**config.mk**
```make
export PLATFORM = sky130hd
export DESIGN_NAME = nes_joypad_target
export DESIGN_NICKNAME = d
export VERILOG_FILES = /design/src/rtl/nes_joypad_target.sv
export SDC_FILE = /design/constraint.sdc
export NUM_CORES = 1
export LEC_CHECK = 0
export CAP_MARGIN = 15
export CORE_UTILIZATION = 24
export DETAILED_ROUTE_END_ITERATION = 8
export DONT_BUFFER_PORTS = 1
export PLACE_DENSITY = 0.34
export SYNTH_ARGS = -nofsm -noshare
export SYNTH_HDL_FRONTEND = slang
export SYNTH_SLANG_ARGS = --single-unit
export TNS_END_PERCENT = 30
```
**constraint.sdc**
```tcl
create_clock -name clk -period 3.5 [get_ports clk]
set_input_delay 0.175 -clock clk [delete_from_list [all_inputs] [get_ports clk]]
set_output_delay 0.175 -clock clk [all_outputs]
set_load 0.03 [all_outputs]
```
**src/rtl/nes_joypad_target.sv**
```systemverilog
// NES controller poller with a read-only serial-bus target.
// The poll engine samples the pad every POLL_PERIOD cycles. Every bus read
// addressed to {ADDRESS,1} returns the most recent sample. The target keeps
// returning a fresh snapshot for as long as the initiator ACKs each byte.
module nes_joypad_target #(
   parameter logic [6:0] ADDRESS     = 7'h52,
   parameter int         POLL_PERIOD = 33333,
   parameter int         NES_HALF    = 12
) (
   input  logic       clk,
   input  logic       rst,
   input  logic       scl_in,
   input  logic       sda_in,
   output logic       sda_out,
   output logic       nes_latch,
   output logic       nes_clk,
   input  logic       nes_data,
   output logic [7:0] joypad,
   output logic       joypad_valid
);

   localparam int            PW        = $clog2(POLL_PERIOD);
   localparam int            HW        = $clog2(NES_HALF);
   localparam logic [PW-1:0] POLL_LAST = PW'(POLL_PERIOD - 1);
   localparam logic [HW-1:0] HALF_LAST = HW'(NES_HALF - 1);

   typedef enum logic [2:0] {B_IDLE, B_ADDR, B_ACK, B_SEND, B_WAIT_ACK} bus_state_t;
   typedef enum logic [1:0] {P_WAIT, P_LATCH, P_SAMPLE, P_PULSE} poll_state_t;

   logic          r_scl_meta, r_scl_sync, r_scl_prev;
   logic          r_sda_meta, r_sda_sync, r_sda_prev;
   logic          r_nes_meta, r_nes_sync;
   logic          w_scl_rise, w_scl_fall, w_start, w_stop;
   logic [7:0]    w_rx_byte;

   bus_state_t    r_bus_state, w_bus_next;
   logic [3:0]    r_bit_cnt;
   logic [6:0]    r_rx_shift;
   logic [7:0]    r_tx_shift;
   logic          r_sda_drv;

   poll_state_t   r_poll_state, w_poll_next;
   logic [PW-1:0] r_poll_cnt;
   logic [HW-1:0] r_tmr;
   logic          w_half_done;
   logic [2:0]    r_smp_idx;
   logic [6:0]    r_rx_pad;
   logic [7:0]    r_joypad;
   logic          r_valid;

   // Input synchronizers plus a history flop for edge and condition detection.
   always_ff @(posedge clk or posedge rst) begin
      if (rst) begin
         r_scl_meta <= 1'b1;
         r_scl_sync <= 1'b1;
         r_scl_prev <= 1'b1;
         r_sda_meta <= 1'b1;
         r_sda_sync <= 1'b1;
         r_sda_prev <= 1'b1;
         r_nes_meta <= 1'b1;
         r_nes_sync <= 1'b1;
      end else begin
         // NOTE: non-blocking so every flop in the chain samples its pre-edge input.
         r_scl_meta <= scl_in;
         r_scl_sync <= r_scl_meta;
         r_scl_prev <= r_scl_sync;
         r_sda_meta <= sda_in;
         r_sda_sync <= r_sda_meta;
         r_sda_prev <= r_sda_sync;
         r_nes_meta <= nes_data;
         r_nes_sync <= r_nes_meta;
      end
   end

   assign w_scl_rise = r_scl_sync & ~r_scl_prev;
   assign w_scl_fall = ~r_scl_sync & r_scl_prev;
   assign w_start    = r_scl_sync & r_scl_prev & r_sda_prev & ~r_sda_sync;
   assign w_stop     = r_scl_sync & r_scl_prev & ~r_sda_prev & r_sda_sync;
   assign w_rx_byte  = {r_rx_shift, r_sda_sync};

   // Bus FSM state register.
   always_ff @(posedge clk or posedge rst) begin
      if (rst) r_bus_state <= B_IDLE;
      else     r_bus_state <= w_bus_next;
   end

   // Bus FSM next state. STOP and START override every state.
   always_comb begin
      // NOTE: default first so no path through the case leaves a latch.
      w_bus_next = r_bus_state;
      if (w_stop) begin
         w_bus_next = B_IDLE;
      end else if (w_start) begin
         w_bus_next = B_ADDR;
      end else begin
         case (r_bus_state)
            B_ADDR:
               if (w_scl_rise && r_bit_cnt == 4'd7)
                  w_bus_next = (w_rx_byte == {ADDRESS, 1'b1}) ? B_ACK : B_IDLE;
            B_ACK:
               if (w_scl_fall && r_bit_cnt != 4'd0) w_bus_next = B_SEND;
            B_SEND:
               if (w_scl_fall && r_bit_cnt == 4'd8) w_bus_next = B_WAIT_ACK;
            B_WAIT_ACK:
               if (w_scl_rise) w_bus_next = r_sda_sync ? B_IDLE : B_SEND;
            default: ;
         endcase
      end
   end

   // Bus datapath: address shift-in, snapshot, and bit-serial transmit.
   // All drive changes follow a detected SCL fall, so SDA moves only while SCL is low.
   always_ff @(posedge clk or posedge rst) begin
      if (rst) begin
         r_bit_cnt  <= 4'd0;
         r_rx_shift <= 7'd0;
         r_tx_shift <= 8'hFF;
         r_sda_drv  <= 1'b1;
      end else if (w_stop) begin
         r_sda_drv <= 1'b1;
      end else if (w_start) begin
         r_sda_drv <= 1'b1;
         r_bit_cnt <= 4'd0;
      end else begin
         case (r_bus_state)
            B_ADDR:
               if (w_scl_rise) begin
                  r_rx_shift <= w_rx_byte[6:0];
                  r_bit_cnt  <= (r_bit_cnt == 4'd7) ? 4'd0 : r_bit_cnt + 4'd1;
               end
            B_ACK:
               if (w_scl_fall) begin
                  r_bit_cnt <= 4'd1;
                  if (r_bit_cnt == 4'd0) begin
                     r_sda_drv  <= 1'b0;
                     r_tx_shift <= r_joypad;
                  end else begin
                     r_sda_drv  <= r_tx_shift[7];
                     r_tx_shift <= {r_tx_shift[6:0], 1'b1};
                  end
               end
            B_SEND:
               if (w_scl_fall) begin
                  if (r_bit_cnt == 4'd8) begin
                     r_sda_drv <= 1'b1;
                  end else begin
                     r_sda_drv  <= r_tx_shift[7];
                     r_tx_shift <= {r_tx_shift[6:0], 1'b1};
                     r_bit_cnt  <= r_bit_cnt + 4'd1;
                  end
               end
            B_WAIT_ACK:
               if (w_scl_rise && !r_sda_sync) begin
                  r_tx_shift <= r_joypad;
                  r_bit_cnt  <= 4'd0;
               end
            default: ;
         endcase
      end
   end

   // Bus output. SDA is released in the same cycle that STOP is detected.
   always_comb begin
      sda_out = r_sda_drv | w_stop;
   end

   // Free-running poll period counter.
   always_ff @(posedge clk or posedge rst) begin
      if (rst) r_poll_cnt <= '0;
      else     r_poll_cnt <= (r_poll_cnt == POLL_LAST) ? '0 : r_poll_cnt + 1'b1;
   end

   assign w_half_done = (r_tmr == HALF_LAST);

   // Poll FSM state register.
   always_ff @(posedge clk or posedge rst) begin
      if (rst) r_poll_state <= P_WAIT;
      else     r_poll_state <= w_poll_next;
   end

   // Poll FSM next state: latch, then alternate sample-wait and clock-high phases.
   always_comb begin
      w_poll_next = r_poll_state;
      case (r_poll_state)
         P_WAIT:   if (r_poll_cnt == '0) w_poll_next = P_LATCH;
         P_LATCH:  if (w_half_done) w_poll_next = P_SAMPLE;
         P_SAMPLE: if (w_half_done) w_poll_next = (r_smp_idx == 3'd0) ? P_WAIT : P_PULSE;
         P_PULSE:  if (w_half_done) w_poll_next = P_SAMPLE;
         default:  w_poll_next = P_WAIT;
      endcase
   end

   // Poll datapath: half-period timer, bit index, sample assembly, joypad update.
   always_ff @(posedge clk or posedge rst) begin
      if (rst) begin
         r_tmr     <= '0;
         r_smp_idx <= 3'd7;
         r_rx_pad  <= 7'h7F;
         r_joypad  <= 8'hFF;
         r_valid   <= 1'b0;
      end else begin
         r_valid <= 1'b0;
         if (r_poll_state == P_WAIT || w_half_done) r_tmr <= '0;
         else                                       r_tmr <= r_tmr + 1'b1;
         if (r_poll_state == P_WAIT) r_smp_idx <= 3'd7;
         if (r_poll_state == P_SAMPLE && w_half_done) begin
            r_rx_pad  <= {r_rx_pad[5:0], r_nes_sync};
            r_smp_idx <= r_smp_idx - 3'd1;
            if (r_smp_idx == 3'd0) begin
               r_joypad <= {r_rx_pad, r_nes_sync};
               r_valid  <= 1'b1;
            end
         end
      end
   end

   // Poll outputs decoded from state.
   always_comb begin
      nes_latch    = (r_poll_state == P_LATCH);
      nes_clk      = (r_poll_state == P_PULSE);
      joypad       = r_joypad;
      joypad_valid = r_valid;
   end

endmodule

```
======== After elaboration in Yosys (flattened, before gate mapping) ========
Cells that the tools add are included.
word-level totals
  flip-flop bits (word level) ............. 72
  bits in latches ......................... 0
  bits in writable memories ............... 0
  bits in read-only memories .............. 0
  bits of input ports ..................... 5
  output and inout port bits .............. 12
  logic and storage cells ................. 134
  memories kept ........................... 0
operators by class
  $add $sub $neg .......................... 4
  multipliers ............................. 0
  div/mod/pow operators ................... 0
  order comparisons ....................... 0
  equal/unequal tests ..................... 30
  shifts and indexed selects .............. 0
  mux-type cells .......................... 41
  bitwise operators ....................... 14
  reductions and logical operators ........ 25
operators with widths
  operator                                                         number
  8-bit two-way mux                                                5
  4-bit two-way mux                                                8
  3-bit two-way mux                                                8
  4-bit != test, second input constant                             6
  8-bit one-hot mux with 3 select lines                            1
  16-bit by 1-bit adder with 16-bit output, second input constant  1
  16-bit == test, second input constant                            1
  16-bit zero test                                                 1
  16-bit two-way mux                                               1
  4-bit one-hot mux with 4 select lines                            1
  3-bit != test, second input constant                             5
  7-bit AND reduction                                              2
  2-bit two-way mux                                                6
  2-bit != test, second input constant                             6
  3-bit one-hot mux with 4 select lines                            1
  4-bit by 1-bit adder with 4-bit output, second input constant    2
  4-bit == test, second input constant                             2
  8-bit == test, second input constant                             1
  1-bit two-way mux                                                8
  4-bit nonzero test                                               2
  1-bit bitwise AND                                                7
  3-bit by 2-bit == test with 1-bit output, second input constant  2
  1-bit inverter                                                   6
  2-bit one-hot mux with 3 select lines                            1
  24 further kinds                                                 30

======== Logic depth before layout (Yosys ltp) ========
Gate-level depths: netlist of run 1.
  word-level depth ........................ 7
  mapped depth ............................ 8
  mapped depth without buffers ............ 7

======== Worst setup path before layout of run 1 ========
No wires, ideal clock.
  path type ............................... reg2reg
  from .................................... register r_bit_cnt[0]
  to ...................................... register r_bus_state[1]
  setup time .............................. 122 ps
  arrival time ............................ 1,583 ps
  data required time ...................... 3,378 ps
  path slack .............................. 1,795 ps
  cell stages (with the launch flop) ...... 7
  buffers on the path ..................... 0
  period minus slack after synthesis ...... 1,705 ps
  cell sequence ........................... dfrtp_1 > inv_1 > ha_1 > or3b_4 > a311oi_2 > nor3_2 > o2111a_1
between the ends
  word-level cells in the longest chain between the ends .. 4
  elaborated cells between the ends (all ways) .. 10
  those cells by class .................... 5 x eq/ne; 5 x reduce/logical
ends and longest elaborated chain
  what                                   RTL line      source
  start, declared                        37            logic [3:0] r_bit_cnt;
  start signal, assigned                 129           r_bit_cnt <= (r_bit_cnt == 4'd7) ? 4'd0 : r_bit_cnt + 4'd1;
  start signal, assigned                 149           r_bit_cnt <= r_bit_cnt + 4'd1;
  4-bit == test (tied with other cells)  103           if (w_scl_fall && r_bit_cnt == 4'd8) w_bus_next = B_WAIT_ACK;
  1-bit logical AND (on tied branches)   103, 101, 98
  4-bit != test (no line)                n/a
  5-bit AND reduction (no line) (*)      n/a
  end signal, assigned                   84            else r_bus_state <= w_bus_next;
  end, declared                          36            bus_state_t r_bus_state, w_bus_next;
Every way passes the cells marked *; elsewhere a longest branch is shown, timed or not.
A chain may end at the register's enable or synchronous reset.

======== Worst setup path in the final report of run 1 ========
  from .................................... register r_bus_state[0]
  to ...................................... register r_tx_shift[1]
between the ends
  word-level cells in the longest chain between the ends .. 3
  elaborated cells between the ends (all ways) .. 10
  those cells by class .................... 7 x eq/ne; 1 x mux; 2 x reduce/logical
ends and longest elaborated chain
  what                                                                       RTL line  source
  3-bit == test or 3-bit by 2-bit == test with 1-bit output (tied branches)  125       case (r_bus_state)
  2-bit != test (no line) or 3-bit nonzero test (tied branches)              n/a
  7-bit AND reduction (no line)                                              n/a
  end signal, assigned                                                       136       r_tx_shift <= r_joypad;
  end signal, assigned                                                       139       r_tx_shift <= {r_tx_shift[6:0], 1'b1};
  end signal, assigned                                                       148       r_tx_shift <= {r_tx_shift[6:0], 1'b1};
  end, declared                                                              39        logic [7:0] r_tx_shift;
Parallel ways exist; a longest one is shown, timed or not.

==> results of run 1 <==
## layout make-up
type / instances / area (um^2) / share of cell area [%]
multi-input cells: 219 / 1530 / 37.8
well taps: 180 / 225 / 5.56
flip-flops and latches: 72 / 1850 / 45.5
inverters: 14 / 52.6 / 1.30
clock inverters: 5 / 85.1 / 2.10
repair buffers: 5 / 47.5 / 1.17
clock buffers: 11 / 264 / 6.51
## layer usage
metal,part of all wire [%],wire (um),vias to the layer above,GRT usage [%]
met1,46,3260,1157,13.1
met2,48,3460,20,17.7
met4,2.0,146,0,4.88
met5,0,0,-,0
li1,-,-,1125,-
met3,3.9,278,9,4.04
## worst reg2reg max path, delay by kind of cell (launching register included)
family / cells / cell delay, ns
AOI/OAI and AO/OA: 2 / 0.77
DFF: 1 / 0.74
and+or+nand+nor: 2 / 0.41
## cells in the final DEF, fill, tap and decap left out, types with 10 or more instances in the layout
cell type / count
a21oi_1: 13
dfrtp_1: 37
nand3_1: 11
nand2_1: 25
xnor2_1: 10
o21ai_0: 19
dfstp_2: 35
mux2_2: 23
nor2_1: 27
clkbuf_16: 10
inv_1: 13
## power breakdown
group	switching (mW)	internal (mW)
sequential	0.150	0.989
clock	0.362	0.690
combinational	0.297	0.264
## stage by stage
step	hold slack, ns	cell area [um^2]	worst slack, ns
2_1_floorplan	0.179	3510	1.56
3_3_place_gp	0.180	3660	1.46
3_5_place_dp	0.180	3660	1.49
4_1_cts	0.356	4050	1.48
5_1_grt	0.358	4050	1.27
6_report	0.355	4050	1.48
## registers in the layout, summed over array words and instances (netlist names)
register      count
r_rx_shift        7
r_sda_prev        1
r_sda_drv         1
r_rx_pad          7
r_bus_state       3
r_sda_sync        1
r_nes_meta        1
r_scl_meta        1
r_bit_cnt         4
r_sda_meta        1
r_tmr             4
r_poll_cnt       16
r_tx_shift        8
r_nes_sync        1
r_smp_idx         3
r_poll_state      2
joypad            8
r_scl_prev        1
r_scl_sync        1
joypad_valid      1
## kinds of logic (layout without fill, tap and decap cells)
logic type | after synthesis | in the layout
AND/OR/NAND/NOR | 104 | 104
flip-flops | 72 | 72
AO/OA/AOI/OAI | 61 | 61
multiplexers | 30 | 30
buffers and inverters | 27 | 35
XOR/XNOR | 17 | 17
adder cells (fa/ha/maj) | 7 | 7
## how the worst max path moves through the flow
stage,to,slack [ns],cells after the start
2_1_floorplan,joypad_valid,1.56,1
3_3_place_gp,r_tx_shift[6],1.46,4
3_5_place_dp,r_tx_shift[1],1.49,4
4_1_cts,r_tx_shift[1],1.48,4
5_1_grt,r_tx_shift[6],1.27,4
6_report,r_tx_shift[1],1.48,4
==> flow_summary.json, run 1 <==
{
  "cts_resized": 0,
  "nets": 333,
  "cpMaxStageDelayCell": "dfrtp_1",
  "drtIter0Drc": 183,
  "slew_headroom_pct": 43.5,
  "fillCellCount": 1451,
  "fin_total_pwr_mw": 2.75,
  "ys_warn_count": 0,
  "ff2ff_path_depth": 4,
  "synthAdderAreaFrac_pct": 2.50,
  "finalHoldViolCount": 0,
  "pwr_density_cell_nw_per_um2": 679,
  "core_um2": 14000,
  "drc": 0,
  "layout-drive-gt1-share_pct": 27.3,
  "rows": 43,
  "clk_pin_slew_ns": 0.06,
  "synth-seq-cells": 72,
  "dpl.cell_count": 486,
  "finalCritPeriodShare_pct": 57.8,
  "status": "complete, no violations",
  "setup_viol": 0,
  "synth_cell_types": 55,
  "via_per_inst": 4.57,
  "hold_path_end": "r_sda_sync",
  "rrSetupSlack_ns": 1.48,
  "min_path_cells": 0,
  "synth_nets": 330,
  "syn2layout_area_growth_pct": 15.6,
  "grt_use_total_pct": 11.0,
  "crit_type": "reg2reg",
  "cts_tree": "yes",
  "async_reset_ff_share_pct": 100,
  "dieArea_um2": 15100,
  "r2r_end": "r_tx_shift[1]",
  "seq_area_frac_synth_pct": 52.6,
  "post-cts-setup-buffer-count": 0,
  "layout.cells.non_filler": 506,
  "port_buffers": 0,
  "synthMuxAreaShare_pct": 9.38,
  "grt_pass1_wl_mm": 12.5,
  "yosysTopAreaCellShare_pct": 26.4,
  "cp_max_fo": 19,
  "post-dp-hpwl_mm": 4.91,
  "p_leak_nw": 1.70,
  "drv_cap": 0,
  "crit_path_end_kind": "flip-flop",
  "finClkSkew_ns": 0.00521,
  "drtAntennaViolNets": 0,
  "syn_area_um2": 3510,
  "drt_wl_total_mm": 7.15,
  "cts_buffers": 9,
  "pin_count": 17,
  "required_ns": 3.73,
  "cts.sinks": 72,
  "synth_area_leaders": "dfrtp_1 (26%), dfstp_2 (26%), mux2_2 (7.4%), nor2_1 (2.9%), o21ai_0 (2.7%)",
  "ys.flop_type": "dfrtp_1",
  "synth_edf_count": 0,
  "synth_xor_area_share_pct": 4.25,
  "cp.arrival_ns": 2.26,
  "vias": 2311,
  "min_period_ns": 2.02,
  "synth_top_family_by_area": "simple AND/OR/NAND/NOR gates",
  "reg2reg_from": "r_bus_state[0]",
  "path_buf_inv": 0,
  "die_x_um": 123,
  "crit_family": "compound AO/OA/AOI/OAI gates",
  "dr.pass1.iters": 4,
  "fin_setup_tns_ns": 0,
  "start_util_pct": 25.0,
  "clockBufferDepth": 2,
  "grt_max_degree": 41,
  "drv_slew": 0,
  "cts_root_buf": "clkbuf_16",
  "rsz0062_at_grt": "false",
  "yosysMostFrequentCell": "dfrtp_1",
  "worst_setup_path_start_kind": "flip-flop",
  "num_antenna_cells": 0,
  "ys_top_cells_by_count": "dfrtp_1 (37), dfstp_2 (35), nor2_1 (27)",
  "critical_path.max_stage_delay_ns": 0.74,
  "fmax_mhz": 494,
  "worstSkewPairLatency_ns": 0.34,
  "grt-ovfl-total": 0,
  "syn_inst": 318,
  "antenna_found_initial": 0,
  "min-delay-start": "r_sda_meta",
  "critical_path.startpoint": "r_bus_state[0]",
  "htreeDepth": 3,
  "ctsHoldBuffers": 4,
  "tightest_slew_ns": 0.846,
  "worstHoldPathType": "reg2reg",
  "routedWlPerCell_um": 14.1,
  "synth-simple-area-share_pct": 16.1,
  "fin_util_pct": 28.9,
  "gp_congestion": 0.720,
  "synth_compound_area_share_pct": 11.6,
  "yosysTopAreaCell": "dfrtp_1",
  "grt_pass1_vias": 2369,
  "peakVddDrop_mv": 0.203,
  "die_y_um": 123,
  "avgSynthCellArea_um2": 11.0,
  "cp_cell_sequence": "and4b_2 -> nor2_1 -> o22ai_2 -> o21ai_0"
}
No activity file was read; power rests on OpenSTA's default activity.
==> run 2: changes to the inputs <==
==> constraint.sdc (replaced) <==
create_clock -name clk -period 2.05 [get_ports clk]
set_input_delay 0.1025 -clock clk [delete_from_list [all_inputs] [get_ports clk]]
set_output_delay 0.1025 -clock clk [all_outputs]
set_load 0.03 [all_outputs]
==> run 2 against run 1 <==
Net effect:
- wire length rose by 3.6%
- sequential share of layout area fell by 0.40 points
- register-to-register slack got worse by 1.3 ns
- cell count rose by 1.8%
- critical endpoint is now r_bit_cnt[1]
==> flow_summary.json, run 2 (synthesis gave the netlist of run 1 again) <==
{
  "tightest_slew_ns": 0.586,
  "crit_path_end_kind": "flip-flop",
  "gp_congestion": 0.742,
  "intPower_mw": 3.21,
  "crit_family": "compound AO/OA/AOI/OAI gates",
  "cts.sinks": 72,
  "p_leak_nw": 1.74,
  "crit_type": "reg2reg",
  "grt-ovfl-total": 0,
  "drv_cap": 0,
  "pwr-share-comb_pct": 22.9,
  "worstHoldPathType": "in2async",
  "clockPowerShare_pct": 36.1,
  "regMostFlops": "r_poll_cnt",
  "nets": 342,
  "setup_ws_ns": 0.196,
  "cp.arrival_ns": 2.13,
  "peakVddDrop_mv": 0.371,
  "antenna_found_initial": 0,
  "netSwitchingPower_mw": 1.39,
  "ff2ff_path_depth": 7,
  "final_common_cell": "dfrtp_1",
  "cts_tree": "yes",
  "drtAntennaViolNets": 0,
  "cp_cell_sequence": "inv_1 -> ha_1 -> and4b_2 -> o32ai_1 -> o21a_1 -> mux2_2 -> nor2_1",
  "switching_share_pct": 30.1,
  "cts_resized": 0,
  "cts_root_buf": "clkbuf_16",
  "core_um2": 14000,
  "post-cts-setup-buffer-count": 0,
  "fmax_mhz": 539,
  "fin_setup_tns_ns": 0,
  "start_util_pct": 25.0,
  "grt_pass1_wl_mm": 12.6,
  "rsz0062_at_grt": "false",
  "routedWlPerCell_um": 14.4,
  "finalHoldViolCount": 0,
  "clk_pin_slew_ns": 0.06,
  "finClkSkew_ns": 0.00733,
  "cp_max_fo": 7,
  "port_buffers": 0,
  "ctsHoldBuffers": 4,
  "slew_headroom_pct": 60.9,
  "required_ns": 2.32,
  "via_per_inst": 4.51,
  "worstSkewPairLatency_ns": 0.34,
  "grt_pass1_vias": 2429,
  "clockBufferDepth": 2,
  "cts_buffers": 9,
  "largest_reg_flops": 16,
  "status": "complete, no violations",
  "cpMaxStageDelayCell": "dfrtp_1",
  "critical_path.max_stage_delay_ns": 0.40,
  "setup_viol": 0,
  "num_antenna_cells": 0,
  "die_x_um": 123,
  "finalCritPeriodShare_pct": 90.4,
  "die_y_um": 123,
  "drc": 0,
  "drtIter0Drc": 134,
  "layout-drive-gt1-share_pct": 29.0,
  "vias": 2325,
  "post-dp-hpwl_mm": 5.23,
  "rows": 43,
  "dieArea_um2": 15100,
  "worst_setup_path_start_kind": "flip-flop",
  "pre_cts_ws_ns": 0.200,
  "drt_wl_total_mm": 7.40,
  "pin_count": 17,
  "min_period_ns": 1.85,
  "htreeDepth": 3,
  "crit_cells": 7,
  "syn2layout_area_growth_pct": 16.6,
  "grt_use_total_pct": 11.3,
  "path_buf_inv": 1,
  "pwr_density_cell_nw_per_um2": 1120,
  "seqPwrFrac_pct": 41.0,
  "drv_slew": 0,
  "dr.pass1.iters": 4,
  "final_cell_mix": "dfrtp_1 (37), dfstp_2 (35), nor2_1 (27)",
  "grt_max_degree": 28
}
run 2: cell count changes in the layout (fill, tap and decap cells not counted):
| cell | previous run | this run |
|---|---|---|
| buf_4 | 1 | 10 |
| bufinv_16 | 2 | 1 |
| clkbuf_1 | 0 | 1 |
| clkbuf_16 | 10 | 9 |
| clkbuf_8 | 1 | 3 |
| clkinvlp_4 | 1 | 0 |
run 2: final timing paths:
kind                                  end  slack, ns         start
hold reg to reg                r_nes_sync       0.35    r_nes_meta
min in group clk               r_nes_meta       0.30      nes_data
max in group asynchronous       joypad[0]       1.08           rst
setup reg to reg             r_bit_cnt[1]       0.20  r_bit_cnt[0]
setup / recovery             r_bit_cnt[1]       0.20  r_bit_cnt[0]
hold / removal             r_bus_state[0]       0.22           rst
run 2: power groups by stage:
stage	Combinational (mW)	Sequential, mW	Clock, mW
2_1_floorplan	0.918	1.81	0
3_3_place_gp	1.06	1.91	0
3_5_place_dp	1.06	1.91	0
4_1_cts	1.07	1.89	1.73
5_1_grt	1.18	1.92	1.79
6_report	1.05	1.89	1.66
run 2: area by class of cell:
class	instances	area [um^2]
clock inverter	3	47.5
inverter	14	52.6
fill	1443	9950
timing repair buffer	14	115
sequential	72	1850
multi-input combinational	219	1530
tap	180	225
clock buffer	13	270
run 2: routing by layer:
| metal | track usage (%) | vias up | routed length (um) |
|---|---|---|---|
| met3 | 4.41 | 10 | 299 |
| met4 | 5.11 | 0 | 153 |
| met5 | 0 | - | 0 |
| met1 | 13.4 | 1142 | 3420 |
| li1 | - | 1150 | - |
| met2 | 17.8 | 23 | 3530 |
run 2: through the flow:
step | cells | cell area, um^2 | utilization [%] | power, mW | hold WS (ns)
4_1_cts | 515 | 4090 | 29.1 | 4.68 | 0.224
2_1_floorplan | 318 | 3510 | - | 2.73 | 0.107
5_1_grt | 515 | 4090 | 29.1 | 4.89 | 0.243
6_report | 515 | 4090 | 29.1 | 4.60 | 0.219
3_5_place_dp | 495 | 3730 | 26.6 | 2.96 | 0.0132
3_3_place_gp | 495 | 3730 | 26.6 | 2.97 | 0.00843
run 2: worst reg2reg max path: cells and delay by family, from the launching register on:
family / cells / cell delay (ns)
compound gates: 2 / 0.44
buf+inv: 1 / 0.06
mux: 1 / 0.36
fa+ha+maj: 1 / 0.22
flops: 1 / 0.40
simple gates: 2 / 0.31
==> run 3: changes to the inputs <==
==> constraint.sdc (replaced) <==
create_clock -name clk -period 2.36 [get_ports clk]
set_input_delay 0.118 -clock clk [delete_from_list [all_inputs] [get_ports clk]]
set_output_delay 0.118 -clock clk [all_outputs]
set_load 0.03 [all_outputs]
==> run 3 against run 2 <==
Net effect:
- fmax decreased by 4.9%
- hold slack better by 0.064 ns
- non-clock buffer count decreased by 7
- critical path depth is 3 lower
- largest cell class unchanged
- via count shrank 0.34%
- cell count shrank 1.4%
- sequential cell count unchanged
- largest power group unchanged
- count of clock-buffer cells in the layout is 2 lower
==> flow_summary.json, run 3 (synthesis gave the netlist of run 1 again) <==
{
  "drv_cap": 0,
  "cp_max_fo": 16,
  "antenna_found_initial": 0,
  "die_x_um": 123,
  "dr.pass1.iters": 4,
  "drc": 0,
  "finalCritPeriodShare_pct": 82.6,
  "crit_path_end_kind": "flip-flop",
  "die_y_um": 123,
  "peakVddDrop_mv": 0.370,
  "worstHoldPathType": "in2async",
  "drtIter0Drc": 185,
  "rows": 43,
  "path_buf_inv": 0,
  "status": "complete, no violations",
  "postPlaceCellArea_um2": 3690,
  "pin_count": 17,
  "htreeDepth": 3,
  "grt_max_degree": 52,
  "post-dp-hpwl_mm": 4.90,
  "rrSetupSlack_ns": 0.41,
  "start_util_pct": 25.0,
  "clk_pin_slew_ns": 0.06,
  "routedWlPerCell_um": 14.1,
  "worstSkewPairLatency_ns": 0.34,
  "crit_family": "compound AO/OA/AOI/OAI gates",
  "grt_use_total_pct": 11.0,
  "crit_type": "reg2reg",
  "pwr_density_cell_nw_per_um2": 984,
  "grt-ovfl-total": 0,
  "slew_headroom_pct": 58.6,
  "core_um2": 14000,
  "cts.sinks": 72,
  "fin_total_pwr_mw": 3.99,
  "drv_slew": 0,
  "cts_buffers": 9,
  "cts_resized": 0,
  "nets": 335,
  "layout-drive-gt1-share_pct": 27.7,
  "required_ns": 2.60,
  "cts_root_buf": "clkbuf_16",
  "regArea_um2": 1850,
  "cts_tree": "yes",
  "cpMaxStageDelayCell": "dfrtp_1",
  "ctsHoldBuffers": 4,
  "via_per_inst": 4.56,
  "drtAntennaViolNets": 0,
  "min_period_ns": 1.95,
  "clockBufferDepth": 2,
  "drt_wl_total_mm": 7.15,
  "num_antenna_cells": 0,
  "final_cell_mix": "dfrtp_1 (37), dfstp_2 (35), nor2_1 (27)",
  "vias": 2317,
  "finClkSkew_ns": 0.00419,
  "worst_setup_path_start_kind": "flip-flop",
  "fillCellCount": 1450,
  "dpl.cell_count": 488,
  "stdcell_area_um2": 4060,
  "dieArea_um2": 15100,
  "syn2layout_area_growth_pct": 15.7,
  "regMostFlops": "r_poll_cnt",
  "whs_ns": 0.283,
  "post-cts-setup-buffer-count": 0,
  "largest_reg_flops": 16,
  "gp_congestion": 0.735,
  "tightest_slew_ns": 0.621,
  "layout.cells.non_filler": 508,
  "port_buffers": 0,
  "fin_setup_tns_ns": 0,
  "cp.arrival_ns": 2.19,
  "critical_path.max_stage_delay_ns": 0.64,
  "grt_pass1_wl_mm": 12.4,
  "rsz0062_at_grt": "false",
  "p_leak_nw": 1.71,
  "cp_cell_sequence": "nand2b_1 -> nor2_1 -> o22ai_2 -> o21ai_0",
  "final_common_cell": "dfrtp_1",
  "finalHoldViolCount": 0,
  "multi_input_comb_area_um2": 1530,
  "fmax_mhz": 513,
  "setup_viol": 0,
  "grt_pass1_vias": 2408
}
[run 3: changes by cell type in the layout (fill, tap and decap cells not counted), sizes merged]
| cell | before | now |
|---|---|---|
| clkinv | 1 | 3 |
| buf | 10 | 3 |
| clkbuf | 13 | 11 |
[run 3: path summary, 6_finish.rpt]
| check | cells past startpoint | startpoint | to |
|---|---|---|---|
| worst max-delay path | 4 | r_bus_state[2] | r_tx_shift[4] |
| worst min-delay path | 2 | rst | joypad_valid |
| worst max register to register | 4 | r_bus_state[2] | r_tx_shift[4] |
| worst min register to register | 0 | r_sda_meta | r_sda_sync |
| max in group asynchronous | 3 | rst | r_tx_shift[3] |
| min in group clk | 1 | nes_data | r_nes_meta |
[run 3: routing by layer]
metal	track usage [%]	routed length, um	vias up
met5	0	0	-
met4	5.49	196	0
met3	4.28	275	16
met2	16.8	3320	21
met1	13.5	3360	1138
li1	-	-	1142
[run 3: final cells by class]
class	count	share of cell area, %
Clock buffer	11	6.51
Clock inverter	5	1.51
Inverter	14	1.30
Multi-Input combinational cell	219	37.8
Sequential cell	72	45.5
Tap cell	180	5.55
Timing Repair Buffer	7	1.85
[run 3: power by group]
part           leakage [nW]  switching [mW]  internal (mW)  total, mW
registers             0.837           0.181           1.47       1.65
clock network         0.161           0.544          0.917       1.46
logic                 0.714           0.478          0.404      0.882
total                  1.71            1.20           2.79       3.99
[run 3: worst register-to-register path, delay by kind of cell, from the launching register on]
family / cells / cell delay [ns]
simple gates: 2 / 0.47
compound gates: 2 / 0.75
flops: 1 / 0.64
[run 3: per-stage QoR]
stage	worst slack [ns]	utilization, %
after detailed placement	0.365	26.3
after global routing	0.237	28.9
after floorplan	0.475	-
after CTS	0.381	28.9
after global placement	0.397	26.3
final	0.411	28.9
